<file path="src/rtl/seq_csel_sub_64_pkg.sv">
// -----------------------------------------------------------------------------
// seq_csel_sub_64_pkg
// Shared definitions for the sequential carry-select subtractor:
//   WIDTH_DEF / SLICE_DEF : default operand width and bits handled per cycle
//   NSLICE                : number of slices (cycles in RUN) for the defaults
//   state_t               : controller states IDLE, RUN, DONE
//   idx_width()           : width of a slice index for a given slice count
// -----------------------------------------------------------------------------
package seq_csel_sub_64_pkg;

  localparam int WIDTH_DEF = 64;
  localparam int SLICE_DEF = 16;
  localparam int NSLICE    = WIDTH_DEF / SLICE_DEF;

  typedef enum logic [1:0] {
    IDLE = 2'd0,
    RUN  = 2'd1,
    DONE = 2'd2
  } state_t;

  // A single-slice configuration still needs a 1-bit index register.
  function automatic int idx_width(input int n);
    return (n > 1) ? $clog2(n) : 1;
  endfunction

endpackage

</file>
<file path="src/rtl/seq_csel_sub_64_slice.sv">
// -----------------------------------------------------------------------------
// csel_sub_slice
// One SLICE-wide step of a - b computed as a + ~b + cin, carry-select style:
// both candidate sums (carry-in 0 and 1) are formed in parallel and the
// incoming carry only drives the final mux.
// Ports:
//   a    [SLICE-1:0]  minuend slice
//   b    [SLICE-1:0]  subtrahend slice (inverted internally)
//   cin               carry-in (1 = no borrow into this slice)
//   sum  [SLICE-1:0]  selected slice result
//   cout              selected carry-out (1 = no borrow out of this slice)
// -----------------------------------------------------------------------------
module csel_sub_slice #(
  parameter int SLICE = 16
) (
  input  logic [SLICE-1:0] a,
  input  logic [SLICE-1:0] b,
  input  logic             cin,
  output logic [SLICE-1:0] sum,
  output logic             cout
);

  logic [SLICE:0] sum0;
  logic [SLICE:0] sum1;

  assign sum0 = {1'b0, a} + {1'b0, ~b};
  assign sum1 = {1'b0, a} + {1'b0, ~b} + {{SLICE{1'b0}}, 1'b1};

  assign sum  = cin ? sum1[SLICE-1:0] : sum0[SLICE-1:0];
  assign cout = cin ? sum1[SLICE]     : sum0[SLICE];

endmodule

</file>
<file path="src/rtl/seq_csel_sub_64.sv">
// -----------------------------------------------------------------------------
// seq_csel_sub_64
// Sequential subtractor: diff = a - b - bin (mod 2^WIDTH), one SLICE per cycle
// through a single shared carry-select slice.
//
// Handshake: start is a request sampled on a rising edge only while IDLE;
// the edge that samples start=1 in IDLE captures a, b and bin and nothing
// else on those inputs matters until the next accept. busy is high for the
// NSLICE RUN cycles, done is high for exactly the one DONE cycle, and diff /
// bout are valid from that DONE cycle until the next DONE entry (or reset).
//
// Ports:
//   clk, rst          clock, synchronous active-high reset
//   start             request pulse
//   a, b [WIDTH-1:0]  operands, bin borrow-in
//   busy, done        status (RUN / single-cycle completion)
//   diff [WIDTH-1:0]  registered difference, bout registered borrow-out
//   fsm_state [1:0]   current controller state for observation
// -----------------------------------------------------------------------------
module seq_csel_sub_64
  import seq_csel_sub_64_pkg::*;
#(
  parameter int WIDTH = WIDTH_DEF,
  parameter int SLICE = SLICE_DEF
) (
  input  logic             clk,
  input  logic             rst,
  input  logic             start,
  input  logic [WIDTH-1:0] a,
  input  logic [WIDTH-1:0] b,
  input  logic             bin,
  output logic             busy,
  output logic             done,
  output logic [WIDTH-1:0] diff,
  output logic             bout,
  output logic [1:0]       fsm_state
);

  localparam int NS = WIDTH / SLICE;
  localparam int IW = idx_width(NS);
  localparam logic [IW-1:0] LAST_IDX = IW'(NS - 1);

  state_t           state;
  logic [IW-1:0]    idx;
  logic             carry;
  logic [WIDTH-1:0] a_q;
  logic [WIDTH-1:0] b_q;
  logic [WIDTH-1:0] work;
  logic [WIDTH-1:0] work_next;

  logic [SLICE-1:0] sl_a;
  logic [SLICE-1:0] sl_b;
  logic [SLICE-1:0] sl_sum;
  logic             sl_cout;

  // Operand muxing: the shared slice always sees the slice selected by idx.
  assign sl_a = a_q[idx*SLICE +: SLICE];
  assign sl_b = b_q[idx*SLICE +: SLICE];

  csel_sub_slice #(.SLICE(SLICE)) u_slice (
    .a    (sl_a),
    .b    (sl_b),
    .cin  (carry),
    .sum  (sl_sum),
    .cout (sl_cout)
  );

  // Working register with the current slice merged in; on the last slice
  // this is the complete result and is loaded straight into diff.
  always_comb begin
    work_next = work;
    work_next[idx*SLICE +: SLICE] = sl_sum;
  end

  always_ff @(posedge clk) begin
    if (rst) begin
      state <= IDLE;
      idx   <= '0;
      carry <= 1'b0;
      a_q   <= '0;
      b_q   <= '0;
      work  <= '0;
      diff  <= '0;
      bout  <= 1'b0;
    end else begin
      case (state)
        IDLE: begin
          if (start) begin
            a_q   <= a;
            b_q   <= b;
            // a - b - bin = a + ~b + ~bin: no borrow-in means carry-in of 1.
            carry <= ~bin;
            idx   <= '0;
            state <= RUN;
          end
        end
        RUN: begin
          work  <= work_next;
          carry <= sl_cout;
          if (idx == LAST_IDX) begin
            diff  <= work_next;
            // Final carry of 1 means the subtraction did not borrow.
            bout  <= ~sl_cout;
            state <= DONE;
          end else begin
            idx <= idx + 1'b1;
          end
        end
        DONE: begin
          state <= IDLE;
        end
        default: begin
          state <= IDLE;
        end
      endcase
    end
  end

  assign busy      = (state == RUN);
  assign done      = (state == DONE);
  assign fsm_state = state;

endmodule
</file>
<file path="config.mk">
export PLATFORM = sky130hd
export DESIGN_NAME = seq_csel_sub_64
export DESIGN_NICKNAME = d
export VERILOG_FILES = /design/src/rtl/seq_csel_sub_64_pkg.sv /design/src/rtl/seq_csel_sub_64_slice.sv /design/src/rtl/seq_csel_sub_64.sv
export SDC_FILE = /design/constraint.sdc
export NUM_CORES = 1
export LEC_CHECK = 0
export ABC_AREA = 1
export CAP_MARGIN = 20
export CORE_UTILIZATION = 39
export CTS_BUF_LIST = sky130_fd_sc_hd__clkbuf_8
export DETAILED_ROUTE_END_ITERATION = 10
export HOLD_SLACK_MARGIN = 0.05
export PLACE_DENSITY = 0.73
export SLEW_MARGIN = 20
export SYNTH_ARGS = -nofsm -noshare
export SYNTH_HDL_FRONTEND = slang
export SYNTH_SLANG_ARGS = --single-unit
</file>
<file path="constraint.sdc">
create_clock -name clk -period 5.2 [get_ports clk]
set_input_delay 1.3 -clock clk [delete_from_list [all_inputs] [get_ports clk]]
set_output_delay 1.3 -clock clk [all_outputs]
set_load 0.01 [all_outputs]
</file>
# [After elaboration in Yosys (flattened, before gate mapping)]
# Cells that the tools add are included.
[word_totals] register_bits=262 latch_bits=0 ramBits=0 mem_bits_ro=0 in_bits=132 out_inout_bits=69 elab_cells=43 n_memories=0
[classes] n_addsub=4 n_mul=0 div=0 magnitude_cmp=0 n_eq_ne=6 shift=4 muxes=11 bitwise_logic=3 reduce_logical=7
[op_table] op="variable part select 64 x 7 -> 16 bit" count=2
[op_table] op="bitwise mux 64 bit" count=1
[op_table] op="variable shift 16 x 34 -> 64 bit, first input constant" count=1
[op_table] op="variable part select 16 x 34 -> 64 bit" count=1
[op_table] op="negator 6 -> 34 bit" count=1
[op_table] op="adder 16 x 16 -> 17 bit" count=1
[op_table] op="adder 17 x 1 -> 17 bit, second input constant" count=1
[op_table] op="2-to-1 mux 16 bit" count=1
[op_table] op="inverter 16 bit" count=1
[op_table] op="2-to-1 mux 2 bit" count=4
[op_table] op="case mux 2 bit (2 select lines)" count=2
[op_table] op="AND reduction 2 bit" count=4
[op_table] op="equality test 2 bit, second input constant" count=2
[op_table] op="!= test 2 bit, second input constant" count=2
[op_table] op="AND reduction 3 bit" count=1
[op_table] op="adder 2 x 1 -> 2 bit, second input constant" count=1
[op_table] op="equality test 2 x 1 -> 1 bit, second input constant" count=1
[op_table] op="zero test 2 bit" count=1
[op_table] op="2-to-1 mux 1 bit" count=2
[op_table] op="!= test 2 x 1 -> 1 bit, second input constant" count=1
[op_table] op="inverter 1 bit" count=2
[op_table] op="case mux 1 bit (2 select lines)" count=1
[op_table] op="nonzero test 2 bit" count=1

# [Depth between registers and ports, before layout]
# Gate-level depths: netlist of the first run.
[logic_depth] word_depth=7 depth_mapped=25 ltp_nobuf=23

# [Cells and area by module]
# From an unflattened synthesis of the first run, not the netlist that was laid out.
[unflattened] cells_unflattened=2161 hier_area_um2=13605.5
[modules_own_cells] module="seq_csel_sub_64" n_inst=1 cells_per_inst=1812 area_per_inst_um2=11835.1 seq_area_each_um2=5245.0
[modules_own_cells] module="csel_sub_slice" n_inst=1 cells_per_inst=349 area_per_inst_um2=1770.4 seq_area_each_um2=0.0

# [Least setup slack after synthesis of the first run]
# OpenSTA, ideal clock, no wires.
[synth_path] path_type="register to register" from="register idx[0]" to="register work[58]" setup_ns=0.056 arrival_time_ns=3.430 setup_slack_ns=1.714 path_stages_with_launch=24 path_buffers=2 cell_sequence="dfxtp_1 clkbuf_1 buf_1 nand2_1 a32o_1 ha_1 inv_1 fa_1 inv_1 ha_1 inv_1 nor3_2 nand2_1 nor2_1 nand2_1 nor2_2 nand2_1 xor2_1 nand2_1 nor2_2 nand2_1 nand3_1 nand2_1 inv_1"
[synth_between] elab_chain_len=7
[synth_lines] item="start: declaration" line="seq_csel_sub_64.sv:44" text="logic [IW-1:0] idx;"
[synth_lines] item="start signal: assignment" line="seq_csel_sub_64.sv:106" text="idx <= idx + 1'b1;"
[synth_lines] item="variable part select 64 x 7 -> 16 bit" line="seq_csel_sub_64.sv:58" text="assign sl_b = b_q[idx*SLICE +: SLICE];"
[synth_lines] item="inverter 16 bit" line="seq_csel_sub_64_slice.sv:26, seq_csel_sub_64_slice.sv:27"
[synth_lines] item="adder 16 x 16 -> 17 bit" line="seq_csel_sub_64_slice.sv:26, seq_csel_sub_64_slice.sv:27"
[synth_lines] item="adder 17 x 1 -> 17 bit" line="seq_csel_sub_64_slice.sv:27" text="assign sum1 = {1'b0, a} + {1'b0, ~b} + {{SLICE{1'b0}}, 1'b1};"
[synth_lines] item="2-to-1 mux 16 bit" line="seq_csel_sub_64_slice.sv:29" text="assign sum = cin ? sum1[SLICE-1:0] : sum0[SLICE-1:0];"
[synth_lines] item="variable part select 16 x 34 -> 64 bit" line="seq_csel_sub_64.sv:72" text="work_next[idx*SLICE +: SLICE] = sl_sum;"
[synth_lines] item="bitwise mux 64 bit (*)" line="seq_csel_sub_64.sv:72"
[synth_lines] item="end signal: assignment" line="seq_csel_sub_64.sv:98" text="work <= work_next;"
[synth_lines] item="end: declaration" line="seq_csel_sub_64.sv:48" text="logic [WIDTH-1:0] work;"
# Mark *: on every way between the ends. The rest lies on a longest branch, timed or not.
# A chain may end at the register's enable or synchronous reset.

# [Worst setup path after layout of the first run]
[layout_path] from="register idx[1]" to="register work[24]"
# Same word-level chain as after synthesis.

==> results of run 1 <==
## stage by stage
stage	setup slack (ps)	hold WS (ps)	cells
6_report	918	480	2510
3_3_place_gp	1080	457	2430
4_1_cts	965	483	2510
2_1_floorplan	1710	450	1887
5_1_grt	628	500	2510
3_5_place_dp	1030	468	2431
## power breakdown
part,switching [mW],total [mW],internal (mW),leakage (nW)
sequential,0.0714,2.21,2.14,2.15
combinational,1.03,1.55,0.523,4.66
clock,0.872,1.91,1.04,0.518
total,1.97,5.68,3.71,7.34
## layer usage
layer  vias to the layer above  routed length, um
li1                       6383                  -
met4                         0               1040
met2                       457              17000
met5                         -                  0
met1                      5919              17600
met3                        65               2510
## cell usage in the layout, fill, tap and decap left out, drive strengths merged
cell type	count
a21oi	81
a32o	15
a32oi	2
and2	1
buf	18
bufinv	2
clkbuf	53
clkdlybuf4s50	199
clkinv	15
clkinvlp	1
dfxtp	262
fa	1
ha	23
inv	257
nand2	273
nand3	88
nand4	14
nor2	357
nor3	7
o211ai	12
o21a	16
o21ai	277
o21bai	46
o22ai	42
or2	1
xor2	5
## sequential cells by signal (all words and copies together), names as in the netlist
signal / count
b_q: 64
diff: 64
fsm_state: 2
carry: 1
a_q: 64
work: 64
idx: 2
bout: 1
## worst max-delay path, stage by stage, from the launching register on
cell and delay [ps]:
sky130_fd_sc_hd__dfxtp_1 310, sky130_fd_sc_hd__inv_1 550, sky130_fd_sc_hd__o21ai_0 240, sky130_fd_sc_hd__o22ai_1 250, sky130_fd_sc_hd__ha_1 280, sky130_fd_sc_hd__inv_1 70, sky130_fd_sc_hd__fa_1 470, sky130_fd_sc_hd__inv_1 90
sky130_fd_sc_hd__ha_1 150, sky130_fd_sc_hd__inv_1 50, sky130_fd_sc_hd__nor3_2 190, sky130_fd_sc_hd__nand2_1 110, sky130_fd_sc_hd__nor2_1 130, sky130_fd_sc_hd__nand3_1 140, sky130_fd_sc_hd__o21ai_0 410, sky130_fd_sc_hd__nand4_1 250
sky130_fd_sc_hd__o22ai_1 290, sky130_fd_sc_hd__o21ai_0 130, sky130_fd_sc_hd__inv_1 100
## path summary, 6_finish.rpt
path	startpoint	endpoint	slack [ps]
min reg2reg	a_q[29]$_SDFFE_PP0P_	a_q[29]$_SDFFE_PP0P_	480
max reg2reg	idx[1]$_SDFFE_PP0P_	work[24]$_SDFFE_PP0P_	920
min	a_q[29]$_SDFFE_PP0P_	a_q[29]$_SDFFE_PP0P_	480
max	idx[1]$_SDFFE_PP0P_	work[24]$_SDFFE_PP0P_	920
## layout make-up
cell class              instances  share of cell area
multi-input cells            1261               0.387
clock buffers                  53              0.0455
well taps                     442              0.0345
clock inverters                26              0.0120
flip-flops and latches        262               0.327
repair buffers                217               0.135
inverters                     249              0.0586
## cells by family (layout without fill, tap and decap cells)
group           Yosys count  count (layout)  synth area share
fa+ha+maj                24              24            0.0240
flops                   262             262             0.409
compound gates          491             491             0.218
xor+xnor                  5               5           0.00342
buf+inv                 364             545             0.107
simple gates            741             741             0.238
==> tab_implementation.tex, run 1 <==
\begin{tabular}{lr}
\hline
Metric & Value \\
\hline
\multicolumn{2}{l}{\textbf{Floorplan}} \\
\quad Area of the core & 32500 um2 \\
\quad Number of top-level pins & about 200 \\
\quad Overall die area & 33600 um2 \\
\quad Horizontal die dimension & 183 um \\
\quad Die extent in y & about 180 um \\
\quad Row count & 66 \\
\quad Starting density of the core & 0.395 \\
\multicolumn{2}{l}{\textbf{Synth}} \\
\quad Top cells by area in the synthesized netlist & sky130\_fd\_sc\_hd\_\_dfxtp\_1 (41\%), sky130\_fd\_sc\_hd\_\_o21ai\_0 (10\%), sky130\_fd\_sc\_hd\_\_nor2\_1 (10\%), sky130\_fd\_sc\_hd\_\_nand2\_1 (7.6\%), sky130\_fd\_sc\_hd\_\_inv\_1 (7.0\%) \\
\quad Top FF cell, synth & sky130\_fd\_sc\_hd\_\_dfxtp\_1 \\
\quad Count of distinct cell types in the synthesized netlist & 33 \\
\quad Number of enable-type register cells in the synthesized netlist & 0 \\
\quad Syn Nets & 2043 \\
\quad YS warnings & 0 \\
\quad Library cell with the largest summed area after synthesis & sky130\_fd\_sc\_hd\_\_dfxtp\_1 \\
\quad Fraction of registers with async set/reset & 0 \\
\quad Part of the Yosys area used for sequential elements & 0.409 \\
\quad Area share of the largest cell type after synthesis & 0.409 \\
\quad Synth cell count leaders & sky130\_fd\_sc\_hd\_\_nor2\_1 (346), sky130\_fd\_sc\_hd\_\_o21ai\_0 (267), sky130\_fd\_sc\_hd\_\_dfxtp\_1 (262), sky130\_fd\_sc\_hd\_\_nand2\_1 (261), sky130\_fd\_sc\_hd\_\_inv\_1 (240) \\
\quad \#FFs+latches synth & 262 \\
\quad Count of mapped cells out of synthesis & 1887 \\
\quad Mapped cell area & 12800 um2 \\
\quad Top-count cell post-synth & sky130\_fd\_sc\_hd\_\_nor2\_1 \\
\quad Mean post-synth cell area & 6.79 um2 \\
\multicolumn{2}{l}{\textbf{Global route}} \\
\quad Pin count of the biggest net entering global routing & 131 \\
\quad Met3 layer usage reported by global route & 0.0336 \\
\quad GR Util All Layers & 0.224 \\
\quad Wire length of the first global-routing pass & 60500 um \\
\quad Grt total ovfl & 0 \\
\quad GR Util met1 & 0.313 \\
\quad M2 GR Usage & 0.354 \\
\quad Initial antenna violation count & 0 \\
\quad Vias in the first global route & 11800 \\
\quad GRT Max-Usage Layer & met2 \\
\multicolumn{2}{l}{\textbf{STA}} \\
\quad Final worst-path cycle share & 0.823 \\
\quad Count of endpoints failing hold in the final timing report & 0 \\
\quad Final Max Slew Viols & 0 \\
\quad Setup repair after global routing missed its margin & no \\
\quad Count of endpoints failing setup in the final report & 0 \\
\quad Worst-case headroom to the max-slew limit & 0.310 \\
\quad Fmax & 0.234 GHz \\
\quad Setup skew after layout & between 20 and 25 ps \\
\quad Worst Tran Pin Value & 1040 ps \\
\quad Setup TNS Final & 0 ps \\
\quad Final period demand of the worst path & 4280 ps \\
\multicolumn{2}{l}{\textbf{Clock tree}} \\
\quad Clock-pin slew of the registers on the worst-case setup and hold paths & roughly 70 ps \\
\quad Number of buffers added by the clock tree synthesis step & 44 \\
\quad Clock tree from TritonCTS & built \\
\quad Count of H-tree levels built during CTS & 2 \\
\quad Post-cts hold buffer count & 0 \\
\quad Maximum clock path buffer count & 3 \\
\quad Worst skew pair latency & 570 ps \\
\quad Number of resized instances in the post-cts repair step & 0 \\
\quad Clock sink count & 262 \\
\quad Number of post-CTS setup repair buffers & 0 \\
\quad CTS root buf & sky130\_fd\_sc\_hd\_\_clkbuf\_8 \\
\multicolumn{2}{l}{\textbf{Worst setup path}} \\
\quad Cell depth of the worst flop-to-flop path & 18 \\
\quad Startpoint type of the worst setup path & flop \\
\quad WS Path Type & flop to flop \\
\quad Worst Path Max Fanout & 23 \\
\quad Required time worst endpoint & roughly 5700 ps \\
\quad Arrival time worst endpoint & 4790 ps \\
\quad Crit path capture type & flop \\
\multicolumn{2}{l}{\textbf{Layout}} \\
\quad Fraction of the core area covered by cells at the end of the flow & 0.494 \\
\quad Area delta synth->final & 25.0\% \\
\quad Proportion of layout cells with a drive suffix above 1 & 0.0648 \\
\quad Post-route cell area & 16000 um2 \\
\quad Total area of sequential cells & 5250 um2 \\
\quad Nets@finish & 2191 \\
\quad Combined area of the multi-input logic cells & 6210 um2 \\
\quad Inserted Diodes & 0 \\
\quad Number of fill cells in the layout & 3185 \\
\multicolumn{2}{l}{\textbf{Place}} \\
\quad Final weighted congestion of routability-driven global placement & 0.928 \\
\quad Port buffer count & 200 \\
\quad Placed instance area & about 15000 um2 \\
\quad DP HPWL & 27100 um \\
\multicolumn{2}{l}{\textbf{Status}} \\
\quad Run status & complete, no violations \\
\multicolumn{2}{l}{\textbf{Routing}} \\
\quad Total iterations of the first detailed-routing run & 6 \\
\quad Mean number of vias per cell & between 5 and 6 \\
\quad Count of routing violations after the opening detailed-route iteration & 1216 \\
\quad Wire length after detailed routing & 38100 um \\
\quad Number of design rule violations left after detail routing & 0 \\
\quad Routed wirelength normalized by instance count & 15.2 um \\
\quad Via count & 12800 \\
\quad Count of antenna-violating nets left after detailed routing & 0 \\
\multicolumn{2}{l}{\textbf{Power and ir drop}} \\
\quad IR Drop Worst-Case VDD & around 0.18 mV \\
\quad Total Power Consumption & around 5.7 mW \\
\quad Power density relative to cell area & 354 nW/um2 \\
\quad Leakage power summed over all cells & roughly 7.3 nW \\
\multicolumn{2}{l}{\textbf{Run}} \\
\quad Max Cap Viol & 0 \\
\multicolumn{2}{l}{\textbf{Hold path}} \\
\quad Cells on Worst Hold Path & 2 \\
\quad Hold crit path type & flop to flop \\
\hline
\end{tabular}
(Power assumes the default switching activity.)
==> run 2, diff against run 1 <==
- clock period: 5.2 -> 4 ns (I/O delays scaled with it)
==> run 2 against run 1 <==
Effect of this change: routed wire length shrank 1.0%; clock skew fell by 3.8 ps; core utilization is 0.077 points higher; first-iteration DRC count up 0.16%; clock power grew 26%; non-clock buffer count is 9 higher; sequential cell count is the same; largest cell class unchanged; sequential share of layout area decreased by 0.051 points; critical path type unchanged; worst hold slack got worse by 3.9 ps; highest routed layer unchanged.
==> tab_implementation.tex, run 2 (synthesis results as in run 1) <==
\begin{tabular}{lr}
\hline
Metric & Value \\
\hline
\multicolumn{2}{l}{\textbf{Global route}} \\
\quad GRT Max-Usage Layer & met2 \\
\quad M2 GR Usage & 0.358 (+0.00380) \\
\quad Pin count of the biggest net entering global routing & 130 (-0.76\%) \\
\quad Grt total ovfl & 0 (unchanged) \\
\quad Met3 layer usage reported by global route & 0.0308 (-0.00278) \\
\quad Wire length of the first global-routing pass & 60900 um (+0.57\%) \\
\quad Vias in the first global route & 12100 (+2.1\%) \\
\quad Initial antenna violation count & 0 (unchanged) \\
\quad GR Util met1 & 0.307 (-0.00666) \\
\quad GR Util All Layers & 0.225 (+0.000684) \\
\multicolumn{2}{l}{\textbf{Place}} \\
\quad DP Worst Slack & 331 ps (-704 ps) \\
\quad Placed instance area & 15200 um2 (+0.40\%) \\
\quad Port buffer count & 200 (unchanged) \\
\quad DP HPWL & 26800 um (-1.2\%) \\
\quad Final weighted congestion of routability-driven global placement & 0.920 (-0.86\%) \\
\multicolumn{2}{l}{\textbf{STA}} \\
\quad Final Max Slew Viols & 0 (unchanged) \\
\quad Worst Tran Pin Value & 921 ps (-115 ps) \\
\quad Setup repair after global routing missed its margin & no \\
\quad Final worst-path cycle share & 0.934 (+0.110) \\
\quad Final period demand of the worst path & 3740 ps (-547 ps) \\
\quad Final worst hold slack & 477 ps (-3.88 ps) \\
\quad Setup skew after layout & 19.4 ps (-3.83 ps) \\
\quad Count of endpoints failing setup in the final report & 0 (unchanged) \\
\quad Setup TNS Final & 0 ps (unchanged) \\
\quad Minimum setup slack in the final design & 264 ps (-653 ps) \\
\quad Count of endpoints failing hold in the final timing report & 0 (unchanged) \\
\quad Fmax & 0.268 GHz (+15\%) \\
\quad Worst-case headroom to the max-slew limit & 0.386 (+0.0764) \\
\multicolumn{2}{l}{\textbf{Routing}} \\
\quad Routed wirelength normalized by instance count & 15.0 um (-1.4\%) \\
\quad Total iterations of the first detailed-routing run & 5 (-1) \\
\quad Wire length after detailed routing & 37700 um (-1.0\%) \\
\quad Count of routing violations after the opening detailed-route iteration & 1218 (+0.16\%) \\
\quad Count of antenna-violating nets left after detailed routing & 0 (unchanged) \\
\quad Number of design rule violations left after detail routing & 0 (unchanged) \\
\quad Mean number of vias per cell & 5.08 (-0.60\%) \\
\quad Via count & 12800 (-0.24\%) \\
\multicolumn{2}{l}{\textbf{Worst setup path}} \\
\quad Cell type group with the largest total delay on the critical path & simple AND/OR/NAND/NOR gates \\
\quad Crit path capture type & flop \\
\quad WS Path Type & flop to flop \\
\quad Startpoint type of the worst setup path & flop \\
\quad Most Frequent Cell on Critical Path & sky130\_fd\_sc\_hd\_\_nand2\_1 \\
\quad Crit path buf inv count & 4 (-1) \\
\quad Worst Path Max Fanout & 50 (+120\%) \\
\quad Arrival time worst endpoint & 4240 ps (-550 ps) \\
\quad Series of cell instances along the critical path & buf\_4 > o21ai\_0 > o22ai\_1 > ha\_1 > nand2\_1 > nand2\_1 > inv\_1 > nand2\_1 > nand3\_1 > nand3\_1 > nand2\_1 > nand2\_1 > nor2\_2 > inv\_1 > nor2\_2 > nand3\_1 > nand2\_1 > nand2\_1 > o21ai\_1 > o21ai\_1 > inv\_1 \\
\quad Endpoint of the worst-slack reg-to-reg timing path & work[13]\$\_SDFFE\_PP0P\_ \\
\quad Required time worst endpoint & 4510 ps (-1200 ps) \\
\quad Origin of the critical flop-to-flop path & idx[0]\$\_SDFFE\_PP0P\_ \\
\quad Cell depth of the worst flop-to-flop path & 21 (+3) \\
\quad Slowest cell on the critical path & sky130\_fd\_sc\_hd\_\_buf\_4 \\
\quad Setup slack of the worst register-to-register path & 260 ps (-650 ps) \\
\quad Delay of the slowest cell on the worst path & 460 ps (-90 ps) \\
\multicolumn{2}{l}{\textbf{Layout}} \\
\quad Number of fill cells in the layout & 3185 (unchanged) \\
\quad Proportion of layout cells with a drive suffix above 1 & 0.0679 (+0.00309) \\
\quad Nets@finish & 2200 (+0.41\%) \\
\quad Area delta synth->final & 25.2\% \\
\quad Most common cell after layout, fill and taps aside & sky130\_fd\_sc\_hd\_\_nor2\_1 \\
\quad Commonest non-fill, non-tap cells in the layout & sky130\_fd\_sc\_hd\_\_nor2\_1 (346), sky130\_fd\_sc\_hd\_\_o21ai\_0 (266), sky130\_fd\_sc\_hd\_\_dfxtp\_1 (261), sky130\_fd\_sc\_hd\_\_nand2\_1 (259), sky130\_fd\_sc\_hd\_\_inv\_1 (249) \\
\quad Post-route cell area & 16100 um2 (+0.16\%) \\
\quad Inserted Diodes & 0 (unchanged) \\
\multicolumn{2}{l}{\textbf{Floorplan}} \\
\quad Area of the core & 32500 um2 (unchanged) \\
\quad Die extent in y & 183 um (unchanged) \\
\quad Starting density of the core & 0.395 (unchanged) \\
\quad Horizontal die dimension & 183 um (unchanged) \\
\quad Overall die area & 33600 um2 (unchanged) \\
\quad Row count & 66 (unchanged) \\
\quad Number of top-level pins & 201 (unchanged) \\
\multicolumn{2}{l}{\textbf{Hold path}} \\
\quad Cells on Worst Hold Path & 2 (unchanged) \\
\quad Hold crit path type & flop to flop \\
\quad WHS Endpoint & a\_q[46]\$\_SDFFE\_PP0P\_ \\
\quad Startpoint of the lowest-slack hold path & a\_q[46]\$\_SDFFE\_PP0P\_ \\
\multicolumn{2}{l}{\textbf{Power and ir drop}} \\
\quad IR Drop Worst-Case VDD & 0.205 mV (+17\%) \\
\quad Leakage power summed over all cells & 7.37 nW (+0.41\%) \\
\quad Power density relative to cell area & 456 nW/um2 (+29\%) \\
\quad Total Power Consumption & 7.31 mW (+29\%) \\
\multicolumn{2}{l}{\textbf{Clock tree}} \\
\quad Clock tree from TritonCTS & built \\
\quad Clock-pin slew of the registers on the worst-case setup and hold paths & 70 ps (about the same) \\
\quad Maximum clock path buffer count & 3 (unchanged) \\
\quad Count of H-tree levels built during CTS & 2 (unchanged) \\
\quad Number of buffers added by the clock tree synthesis step & 44 (unchanged) \\
\quad Clock sink count & 262 (unchanged) \\
\quad CTS root buf & sky130\_fd\_sc\_hd\_\_clkbuf\_8 \\
\quad Worst skew pair latency & 570 ps (about the same) \\
\quad Post-cts hold buffer count & 0 (unchanged) \\
\multicolumn{2}{l}{\textbf{Status}} \\
\quad Run status & complete, no violations \\
\multicolumn{2}{l}{\textbf{Run}} \\
\quad Max Cap Viol & 0 (unchanged) \\
\hline
\end{tabular}
[run 2: cell count changes in the layout (fill, tap and decap cells not counted), sizes merged]
cell	before	now
buf	18	27
bufinv	2	1
clkinv	15	16
clkbuf	53	52
inv	257	258
[run 2: worst max-delay path by stage]
stage / cells after the start / end / startpoint
2_1_floorplan: 23 / work[58]$_SDFFE_PP0P_ / idx[0]$_SDFFE_PP0P_
3_3_place_gp: 17 / work[56]$_SDFFE_PP0P_ / idx[0]$_SDFFE_PP0P_
3_5_place_dp: 17 / work[24]$_SDFFE_PP0P_ / idx[0]$_SDFFE_PP0P_
4_1_cts: 17 / work[24]$_SDFFE_PP0P_ / idx[0]$_SDFFE_PP0P_
5_1_grt: 20 / diff[28]$_SDFFE_PP0P_ / idx[1]$_SDFFE_PP0P_
6_report: 21 / work[13]$_SDFFE_PP0P_ / idx[0]$_SDFFE_PP0P_
[run 2: cell type report]
cell class | count | area (um2) | share of cell area
well taps | 442 | 553 | 0.0345
inverters | 249 | 940 | 0.0585
flip-flops and latches | 262 | 5250 | 0.327
clock buffers | 52 | 716 | 0.0446
repair buffers | 226 | 2220 | 0.138
multi-input cells | 1261 | 6210 | 0.387
clock inverters | 27 | 170 | 0.0106
[run 2: worst min-delay path, cell delays in order (launching register included)]
cell,delay (ps)
sky130_fd_sc_hd__dfxtp_1,320
sky130_fd_sc_hd__nor2_1,40
sky130_fd_sc_hd__nor2_1,80
[run 2: power breakdown]
part	internal [mW]	total, mW	switching, mW
Sequential	2.79	2.87	0.0869
Combinational	0.685	2.04	1.35
Clock	1.27	2.40	1.14
Total	4.74	7.31	2.57
[run 2: through the flow]
| step | std cells | utilization |
|---|---|---|
| detailed placement | 2440 | 0.467 |
| global route | 2519 | 0.495 |
| CTS | 2519 | 0.495 |
| floorplan | 1887 | - |
| finish | 2519 | 0.495 |
| global placement | 2440 | 0.467 |
[run 2: what timing repair did]
| action | 4_1_cts | 5_1_grt |
|---|---|---|
| setup endpoints to repair | 0 | 4 |
| gates resized for setup | 0 | 1 |
| setup buffers | 0 | 0 |
[run 2: layer usage]
layer	wire, um	up-vias	part of all wire
met4	1270	0	0.034
met3	2510	88	0.066
met5	0	-	0
li1	-	6402	-
met2	16800	470	0.45
met1	17100	5833	0.45
